[config.mk]
export PLATFORM = sky130hd
export DESIGN_NAME = collect_controller_flat
export DESIGN_NICKNAME = d
export VERILOG_FILES = /design/src/rtl/collect_pkg.sv /design/src/rtl/collect_controller_if.sv /design/src/rtl/collect_idle_timer.sv /design/src/rtl/collect_controller.sv /design/src/flat_wrapper.sv
export SDC_FILE = /design/constraint.sdc
export NUM_CORES = 1
export LEC_CHECK = 0
export CAP_MARGIN = 20
export CORE_AREA = 2 2 51 53
export DETAILED_ROUTE_END_ITERATION = 16
export DIE_AREA = 0 0 53 55
export DONT_BUFFER_PORTS = 1
export SYNTH_ARGS = -nofsm -noshare
export SYNTH_HDL_FRONTEND = slang
export SYNTH_SLANG_ARGS = --single-unit
export TNS_END_PERCENT = 10
[constraint.sdc]
create_clock -name clock -period 5.5 [get_ports clock]
set_input_delay 1.375 -clock clock [delete_from_list [all_inputs] [get_ports clock]]
set_output_delay 1.375 -clock clock [all_outputs]
set_load 0.005 [all_outputs]
[src/rtl/collect_pkg.sv]
// Shared types and constants for the collect controller and its idle timer.
package collect_pkg;

    typedef enum logic [2:0] {
        StIdle,
        StClear,
        StCollect,
        StCheck,
        StDone,
        StFail
    } state_e;

    localparam logic [1:0] FC_NONE    = 2'b00;
    localparam logic [1:0] FC_LIMIT   = 2'b01;
    localparam logic [1:0] FC_TIMEOUT = 2'b10;

    localparam int unsigned TIMER_W = 8;
    localparam int unsigned COUNT_W = 5;
    localparam int unsigned SUM_W   = 8;

endpackage

[src/rtl/collect_controller_if.sv]
// Handshake, datapath control and status bundle between the controller and its environment.
interface collect_controller_if;
    import collect_pkg::*;

    logic               start;
    logic               abort;
    logic               ack;
    logic               in_valid;
    logic               in_ready;
    logic [SUM_W-1:0]   sum;
    logic               collected;
    logic               add_sum;
    logic               rs_sum;
    logic               rs_col;
    logic               busy;
    logic               done;
    logic               fail;
    logic [1:0]         fail_code;
    logic [COUNT_W-1:0] item_count;

    modport slave (
        input  start, abort, ack, in_valid, sum, collected,
        output in_ready, add_sum, rs_sum, rs_col, busy, done, fail, fail_code, item_count
    );

    modport master (
        output start, abort, ack, in_valid, sum, collected,
        input  in_ready, add_sum, rs_sum, rs_col, busy, done, fail, fail_code, item_count
    );

endinterface

[src/rtl/collect_idle_timer.sv]
// Counts COLLECT cycles without an accepted item; flags the last allowed idle cycle.
module collect_idle_timer
    import collect_pkg::*;
#(
    parameter int unsigned TIMEOUT = 255
) (
    input  logic clock,
    input  logic reset_n,
    input  logic i_clear,
    input  logic i_enable,
    output logic o_expired
);

    logic [TIMER_W-1:0] r_count;

    always_ff @(posedge clock or negedge reset_n) begin
        if (!reset_n) begin
            r_count <= '0;
        end else if (i_clear) begin
            r_count <= '0;
        end else if (i_enable) begin
            r_count <= r_count + TIMER_W'(1);
        end
    end

    assign o_expired = i_enable && (r_count == TIMER_W'(TIMEOUT - 1));

endmodule

[src/rtl/collect_controller.sv]
// Sequencing FSM for the sum/collected accumulator: one add per accepted item, then a
// CHECK bubble that judges the updated sum against TARGET and the item limit.
module collect_controller
    import collect_pkg::*;
#(
    parameter logic [SUM_W-1:0] TARGET    = 8'd50,
    parameter int unsigned      MAX_ITEMS = 16,
    parameter int unsigned      TIMEOUT   = 255
) (
    input  logic                 clock,
    input  logic                 reset_n,
    collect_controller_if.slave  bus
);

    state_e             r_state;
    state_e             w_state_next;
    logic [COUNT_W-1:0] r_item_count;
    logic [COUNT_W-1:0] w_item_count_next;
    logic [1:0]         r_fail_code;
    logic [1:0]         w_fail_code_next;
    logic               w_handshake;
    logic               w_timer_clear;
    logic               w_timer_enable;
    logic               w_timer_expired;

    // abort masks the handshake so an item offered in the abort cycle is never added
    assign w_handshake    = (r_state == StCollect) && bus.in_valid && !bus.abort;
    assign w_timer_clear  = (r_state == StClear) || w_handshake;
    assign w_timer_enable = (r_state == StCollect) && !w_handshake;

    collect_idle_timer #(
        .TIMEOUT (TIMEOUT)
    ) u_idle_timer (
        .clock     (clock),
        .reset_n   (reset_n),
        .i_clear   (w_timer_clear),
        .i_enable  (w_timer_enable),
        .o_expired (w_timer_expired)
    );

    always_ff @(posedge clock or negedge reset_n) begin
        if (!reset_n) begin
            r_state      <= StIdle;
            r_item_count <= '0;
            r_fail_code  <= FC_NONE;
        end else begin
            r_state      <= w_state_next;
            r_item_count <= w_item_count_next;
            r_fail_code  <= w_fail_code_next;
        end
    end

    always_comb begin
        w_state_next      = r_state;
        w_item_count_next = r_item_count;
        w_fail_code_next  = r_fail_code;
        bus.in_ready      = 1'b0;
        bus.add_sum       = 1'b0;
        bus.rs_sum        = 1'b0;
        bus.rs_col        = 1'b0;
        bus.busy          = 1'b0;
        bus.done          = 1'b0;
        bus.fail          = 1'b0;

        unique case (r_state)
            StIdle: begin
                bus.rs_sum = 1'b1;
                bus.rs_col = 1'b1;
                if (bus.start) w_state_next = StClear;
            end
            StClear: begin
                bus.rs_sum        = 1'b1;
                bus.rs_col        = 1'b1;
                bus.busy          = 1'b1;
                w_item_count_next = '0;
                w_fail_code_next  = FC_NONE;
                w_state_next      = StCollect;
            end
            StCollect: begin
                bus.busy     = 1'b1;
                bus.in_ready = !bus.abort;
                bus.add_sum  = w_handshake;
                bus.rs_col   = !w_handshake;
                if (w_handshake) begin
                    w_item_count_next = r_item_count + COUNT_W'(1);
                    w_state_next      = StCheck;
                end else if (w_timer_expired) begin
                    w_fail_code_next = FC_TIMEOUT;
                    w_state_next     = StFail;
                end
            end
            StCheck: begin
                bus.busy = 1'b1;
                if (bus.sum >= TARGET) begin
                    w_state_next = StDone;
                end else if (r_item_count == COUNT_W'(MAX_ITEMS)) begin
                    w_fail_code_next = FC_LIMIT;
                    w_state_next     = StFail;
                end else begin
                    w_state_next = StCollect;
                end
            end
            StDone: begin
                bus.done = 1'b1;
                if (bus.ack) w_state_next = StIdle;
            end
            StFail: begin
                bus.fail = 1'b1;
                if (bus.ack) w_state_next = StIdle;
            end
            default: w_state_next = StIdle;
        endcase

        // abort overrides every transition and leaves the counters untouched
        if (bus.abort) begin
            w_state_next      = StIdle;
            w_item_count_next = r_item_count;
            w_fail_code_next  = r_fail_code;
        end
    end

    assign bus.fail_code  = r_fail_code;
    assign bus.item_count = r_item_count;

endmodule
[src/flat_wrapper.sv]
// flat-port wrapper written by rule: the top's interface ports become plain ports
module collect_controller_flat import collect_pkg::*;
#(
    parameter logic [SUM_W-1:0] TARGET    = 8'd50,
    parameter int unsigned      MAX_ITEMS = 16,
    parameter int unsigned      TIMEOUT   = 255
)
  (clock, reset_n, bus_start, bus_abort, bus_ack, bus_in_valid, bus_sum, bus_collected, bus_in_ready, bus_add_sum, bus_rs_sum, bus_rs_col, bus_busy, bus_done, bus_fail, bus_fail_code, bus_item_count);
  collect_controller_if bus_i ();
  input  logic clock;
  input  logic reset_n;
  input wire logic [$bits(bus_i.start)-1:0] bus_start;
  input wire logic [$bits(bus_i.abort)-1:0] bus_abort;
  input wire logic [$bits(bus_i.ack)-1:0] bus_ack;
  input wire logic [$bits(bus_i.in_valid)-1:0] bus_in_valid;
  input wire logic [$bits(bus_i.sum)-1:0] bus_sum;
  input wire logic [$bits(bus_i.collected)-1:0] bus_collected;
  output wire logic [$bits(bus_i.in_ready)-1:0] bus_in_ready;
  output wire logic [$bits(bus_i.add_sum)-1:0] bus_add_sum;
  output wire logic [$bits(bus_i.rs_sum)-1:0] bus_rs_sum;
  output wire logic [$bits(bus_i.rs_col)-1:0] bus_rs_col;
  output wire logic [$bits(bus_i.busy)-1:0] bus_busy;
  output wire logic [$bits(bus_i.done)-1:0] bus_done;
  output wire logic [$bits(bus_i.fail)-1:0] bus_fail;
  output wire logic [$bits(bus_i.fail_code)-1:0] bus_fail_code;
  output wire logic [$bits(bus_i.item_count)-1:0] bus_item_count;
  assign bus_i.start = bus_start;
  assign bus_i.abort = bus_abort;
  assign bus_i.ack = bus_ack;
  assign bus_i.in_valid = bus_in_valid;
  assign bus_i.sum = bus_sum;
  assign bus_i.collected = bus_collected;
  assign bus_in_ready = bus_i.in_ready;
  assign bus_add_sum = bus_i.add_sum;
  assign bus_rs_sum = bus_i.rs_sum;
  assign bus_rs_col = bus_i.rs_col;
  assign bus_busy = bus_i.busy;
  assign bus_done = bus_i.done;
  assign bus_fail = bus_i.fail;
  assign bus_fail_code = bus_i.fail_code;
  assign bus_item_count = bus_i.item_count;
  collect_controller #(.TARGET(TARGET), .MAX_ITEMS(MAX_ITEMS), .TIMEOUT(TIMEOUT)) u_core (.clock(clock), .reset_n(reset_n), .bus(bus_i));
endmodule
==> qor.yml, run 1 <==
final_critical_path_setup_slack_ns: 2.23
critPathTopFamily: "simple AND/OR/NAND/NOR gates"
post-place-ws_ns: 2.23
cts_repair_resize_count: 0
grt.overflow.total: 0
design_area_sq_um: 1160
async_flop_share: 1.00
ant_nets: 0
min_path_type: "reg -> reg"
first_global_vias: 846
worst_clock_skew_ns: 0.00490
synth_top_cells_by_area: "sky130_fd_sc_hd__dfrtp_1 (40%), sky130_fd_sc_hd__nor2_1 (6.7%), sky130_fd_sc_hd__ha_1 (4.5%)"
post_synth_inst_count: 126
grt_first_pass_wirelength_um: 3950
path_max_fanout: 12
timing.critical_path.buf_inv: 0
die_area_sq_um: 2920
port-buffer-count: 0
number_of_antenna_violations_at_the_first_check_in_global_routing: 0
cts.root.buffer_cell: "sky130_fd_sc_hd__clkbuf_4"
cts_hold_buf: 0
cp_num_cells: 2
drc: 0
synth.avg_cell_area_sq_um: 8.91
hold_viol: 0
tritoncts_clock_tree: "yes"
total_clock_buffers_created_by_cts: 3
timing.critical_path.from_type: "input port"
ys_seq_area_frac: 0.401
cp_data_required_time_ns: 4.12
critical-path-slowest-cell: "sky130_fd_sc_hd__nor2_1"
critPathMaxStageDelay_ns: 0.30
fp.dieW_um: 53
diodes: 0
setup_viol: 0
postPlaceCellArea_sq_um: 1140
synth_largest_type_area_fraction: 0.401
p_leak_nw: 0.470
max-clock-path-buffers: 2
finalCriticalPeriod_ns: 3.27
critPathArrivalTime_ns: 1.89
clkSinkCount: 18
synthDominantAreaCellType: "sky130_fd_sc_hd__dfrtp_1"
netlist_area_sq_um: 1120
clkSlewWorstSetupHoldPaths_ns: 0.10
core_region_area_sq_um: 2360
synth.lib_cells_used.distinct: 44
reg2reg_depth: 4
powerDensity_nw_per_um2: 394
yosysWarningCount: 0
timing.critical_path.cells: "nand2b_1, nor2_1"
timing_max_transition_violations_final: 0
worst_hold_path.num_cells: 2
ys_ff_latch: 18
globalRouteTotalUtil: 0.189
globalplace.congestion: 0.775
worst_skew_pair.late_latency_ns: 0.29
drtIter0Drc: 23
whs_ns: 0.568
finalCritPeriodShare: 0.594
dr_vias: 923
max_slew.worst_pin.slew_ns: 0.708
outcome: "complete, no violations"
count_of_flip_flops_with_a_built_in_enable_after_synthesis: 0
setup-tns-final_ns: 0
total_wire_length_after_detailed_routing_um: 2390
fmax_mhz: 306
postSynthNetCount: 145
drt-pass1-iter-count: 4
crit_path_end_kind: "output port"
grt_setup_unrepaired: "no"
setup.worst_path.class: "in -> out"
ys.flop_type: "sky130_fd_sc_hd__dfrtp_1"
nNetsFinal: 145
die_h_um: 55
area_growth_syn_to_layout_pct: 3.57
cts.repair_timing.setup_buffer_count: 0
final_layout_size_suffix_gt1_frac: 0.0323
wl_per_cell_um: 15.5
timing.reg2reg.setup_slack_ns: 3.31
routed_via_density: 5.99
place.detailed.hpwl_um: 1750
number_of_cell_rows: 18
initial_utilization: 0.475
grt_max_degree: 19
timing.max_cap.violations: 0
slew_headroom: 0.528
ios: 29
cts-htree-levels: 1
worst_ir_drop_vdd_v: 0.000213
[metal layers]
metal | vias up | GRT usage | part of all wire
li1 | 457 | - | -
met1 | 441 | 0.257 | 0.48
met2 | 21 | 0.302 | 0.48
met3 | 4 | 0.0296 | 0.034
met4 | 0 | 0.0769 | 0.010
met5 | - | 0 | 0
[final timing paths]
path	end	from
max reg2reg	u_core.bus.fail_code[1]	u_core.r_state[1]
max	bus_add_sum	bus_abort
max in group asynchronous	u_core.r_state[2]	reset_n
min in group asynchronous	u_core.u_idle_timer.r_count[3]	reset_n
min	u_core.u_idle_timer.r_count[7]	u_core.u_idle_timer.r_count[7]
min reg2reg	u_core.u_idle_timer.r_count[7]	u_core.u_idle_timer.r_count[7]
[sequential cells by signal, indices dropped and copies added, names as in the netlist]
signal	cells
u_core.u_idle_timer.r_count	8
u_core.r_state	3
u_core.bus.fail_code	2
u_core.bus.item_count	5
[power by group]
group          total (mW)  switching, mW  internal [mW]
combinational       0.173         0.0983         0.0752
sequential          0.217         0.0564          0.161
clock              0.0674         0.0419         0.0255
[final cells by class]
class / instances / area [sq um]
clock buffer: 3 / 22.5
sequential: 18 / 450
multi-input combinational: 99 / 637
tap: 30 / 37.5
inverter: 4 / 15.0
fill: 241 / 1200
[cell usage after synthesis, drive strengths merged (4+ instances only)]
master and count:
a21oi 4, clkbuf 4, dfrtp 18, ha 4
inv 4, nand2 6, nand3 10, nor2 20
nor3 5, xnor2 4
[cell usage in the layout, fill, tap and decap left out, types with 2 or more instances in the layout]
cell type / synthesis / layout
sky130_fd_sc_hd__nand3b_1: 3 / 3
sky130_fd_sc_hd__nand2_1: 6 / 6
sky130_fd_sc_hd__o21ai_0: 2 / 2
sky130_fd_sc_hd__a21oi_1: 4 / 4
sky130_fd_sc_hd__nor2b_1: 3 / 3
sky130_fd_sc_hd__xnor2_1: 4 / 4
sky130_fd_sc_hd__nor3_1: 5 / 5
sky130_fd_sc_hd__ha_1: 4 / 4
sky130_fd_sc_hd__nor2_1: 20 / 20
sky130_fd_sc_hd__nand2b_1: 3 / 3
sky130_fd_sc_hd__or4_1: 2 / 2
sky130_fd_sc_hd__inv_1: 4 / 4
sky130_fd_sc_hd__nand3_1: 10 / 10
sky130_fd_sc_hd__xor2_1: 3 / 3
sky130_fd_sc_hd__dfrtp_1: 18 / 18
sky130_fd_sc_hd__nand4_1: 3 / 3
sky130_fd_sc_hd__a31oi_1: 2 / 2
sky130_fd_sc_hd__clkbuf_4: 0 / 3
[cells by family (layout without fill, tap and decap cells)]
family / Yosys count / in the layout / share of synthesized area
xor+xnor: 7 / 7 / 0.0546
simple gates: 65 / 65 / 0.319
fa+ha+maj: 4 / 4 / 0.0446
buf+inv: 9 / 7 / 0.0312
flops: 18 / 18 / 0.401
compound gates: 23 / 23 / 0.149
[stage by stage]
stage          total power [mW]  std cells  utilization
2_1_floorplan             0.356        126            -
3_3_place_gp              0.388        151        0.482
3_5_place_dp              0.395        151        0.482
4_1_cts                   0.463        154        0.492
5_1_grt                   0.499        154        0.492
6_report                  0.458        154        0.492
Power figures use the tool's default switching activity.
==> run 2, diff against run 1 <==
clock period = 2.99 ns   (was 5.5 ns; I/O delays follow)
==> run 2 against run 1 <==
Against the previous run:
- clock skew fell by 0.0017 ns
- critical path type is now reg -> out
- clock power rose by 130%
- non-clock buffer count increased by 1
- flip-flop and latch count did not move
- setup slack worse by 1.8 ns
- via count grew 1.7%
- global-route usage decreased by 0.39 points
- power grew 92%
- sequential share of layout area decreased by 0.70 points
- first-iteration DRC count down 57%
- register-to-register slack worse by 2.5 ns
- count of clock-buffer cells in the layout up 1
==> qor.yml, run 2 (same netlist as run 1, synthesis figures left out) <==
drtIter0Drc: 10  # -57%
routed_via_density: 6.02  # +0.43%
first_global_vias: 911  # +7.7%
cts_hold_buf: 0  # unchanged
critical_path.startpoint: "u_core.r_state[1]"
worst_ir_drop_vdd_v: 0.000387  # +82%
grt_first_pass_wirelength_um: 3890  # -1.4%
worst_skew_pair.late_latency_ns: 0.30  # about the same
min_path_type: "in -> async"
total_clock_buffers_created_by_cts: 3  # unchanged
number_of_antenna_violations_at_the_first_check_in_global_routing: 0  # unchanged
port-buffer-count: 0  # unchanged
grt_setup_unrepaired: "no"
grt.overflow.total: 0  # unchanged
path_max_fanout: 13  # +1
critPathMaxStageDelay_ns: 0.59  # +0.29 ns
die_h_um: 55  # unchanged
tritoncts_clock_tree: "yes"
area_growth_syn_to_layout_pct: 5.46
fmax_mhz: 393
die_area_sq_um: 2920  # unchanged
dpl.cell_count: 152  # +0.66%
globalRouteTotalUtil: 0.185  # -0.00394
setup_viol: 0  # unchanged
setup-tns-final_ns: 0  # unchanged
cts-htree-levels: 1  # unchanged
cts.repair_timing.setup_buffer_count: 0  # unchanged
critPathArrivalTime_ns: 1.79  # -0.10 ns
most-common-layout-cells: "sky130_fd_sc_hd__nor2_1 (20), sky130_fd_sc_hd__dfrtp_1 (18), sky130_fd_sc_hd__nand3_1 (10)"
place.detailed.hpwl_um: 1740  # -0.63%
number_of_cell_rows: 18  # unchanged
clkSinkCount: 18  # unchanged
reg2reg_depth: 4  # unchanged
wl_per_cell_um: 15.2  # -2.1%
cts_repair_resize_count: 0  # unchanged
crit_path_end_kind: "output port"
layout_commonest_cell: "sky130_fd_sc_hd__nor2_1"
core_region_area_sq_um: 2360  # unchanged
max_slew.worst_pin.slew_ns: 0.744  # +0.0362 ns
design_area_sq_um: 1180  # +1.8%
initial_utilization: 0.475  # unchanged
total_wire_length_after_detailed_routing_um: 2370  # -0.88%
finalCriticalPeriod_ns: 2.54
nNetsFinal: 146  # +0.69%
setup.worst_path.class: "reg -> out"
worst_r2r_startpoint: "u_core.r_state[1]"
timing_max_transition_violations_final: 0  # unchanged
p_leak_nw: 0.482  # +2.7%
timing.max_cap.violations: 0  # unchanged
slew_headroom: 0.504  # -0.0241
hold_viol: 0  # unchanged
postPlaceCellArea_sq_um: 1150  # +0.66%
cp_data_required_time_ns: 2.24  # -1.88 ns
cts.root.buffer_cell: "sky130_fd_sc_hd__clkbuf_4"
timing.critical_path.from_type: "flip-flop"
globalplace.congestion: 0.757  # -2.4%
timing.reg2reg.setup_slack_ns: 0.80  # -2.51 ns
drt-pass1-iter-count: 4  # unchanged
diodes: 0  # unchanged
ant_nets: 0  # unchanged
ios: 29  # unchanged
flip_flop_count_of_the_largest_register_after_layout: 8  # unchanged
finalNonFillerCells: 156  # +1.3%
timing.critical_path.cells: "or3b_1, nor2_1"
final_layout_size_suffix_gt1_frac: 0.0476  # +0.0154
fp.dieW_um: 53  # unchanged
clkSlewWorstSetupHoldPaths_ns: 0.11  # about the same
worst_clock_skew_ns: 0.00320  # -0.00170 ns
critical-path-slowest-cell: "sky130_fd_sc_hd__dfrtp_1"
powerDensity_nw_per_um2: 742  # +88%
grt_max_degree: 19  # unchanged
regMostFlops: "u_core.u_idle_timer.r_count"
outcome: "complete, no violations"
drc: 0  # unchanged
dr_vias: 939  # +1.7%
finalCritPeriodShare: 0.850
max-clock-path-buffers: 2  # unchanged
run 2: changes by cell type in the layout (fill, tap and decap cells not counted), sizes merged:
cell    change
buf         +1
clkbuf      +1
run 2: layer usage:
metal,vias to the layer above,GRT usage,routed length (um),part of all wire
li1,464,-,-,-
met1,444,0.234,1150,0.49
met2,27,0.313,1080,0.46
met3,4,0.0323,106,0.045
met4,0,0.0812,27,0.011
met5,-,0,0,0
run 2: final timing paths:
path | endpoint
min in group clock | u_core.r_state[1]
max | bus_add_sum
max reg2reg | u_core.bus.fail_code[1]
min | u_core.u_idle_timer.r_count[6]
min reg2reg | u_core.u_idle_timer.r_count[7]
max in group asynchronous | u_core.bus.item_count[2]
run 2: critical path: cells and delay by family, from the launching register on:
| kind | cells | cell delay [ns] |
|---|---|---|
| DFF | 1 | 0.59 |
| and+or+nand+nor | 2 | 0.90 |
run 2: power by group:
| group | switching [mW] | internal (mW) |
|---|---|---|
| Sequential | 0.0928 | 0.295 |
| Clock | 0.0801 | 0.0742 |
| Combinational | 0.193 | 0.142 |
| Total | 0.366 | 0.512 |
run 2: final cells by class:
type,count,area [sq um]
Fill cell,242,1180
Timing Repair Buffer,1,7.51
Tap cell,30,37.5
Clock buffer,4,36.3
Inverter,4,15.0
Multi-Input combinational cell,99,637
Sequential cell,18,450
run 2: per-stage QoR:
stage	power (mW)	setup WS, ns	util	hold WS, ns
3_5_place_dp	0.727	0.802	0.485	0.452
2_1_floorplan	0.655	0.931	-	0.452
6_report	0.878	0.448	0.501	0.126
5_1_grt	0.951	0.353	0.501	0.103
4_1_cts	0.883	0.451	0.501	0.118
3_3_place_gp	0.722	0.815	0.485	0.452
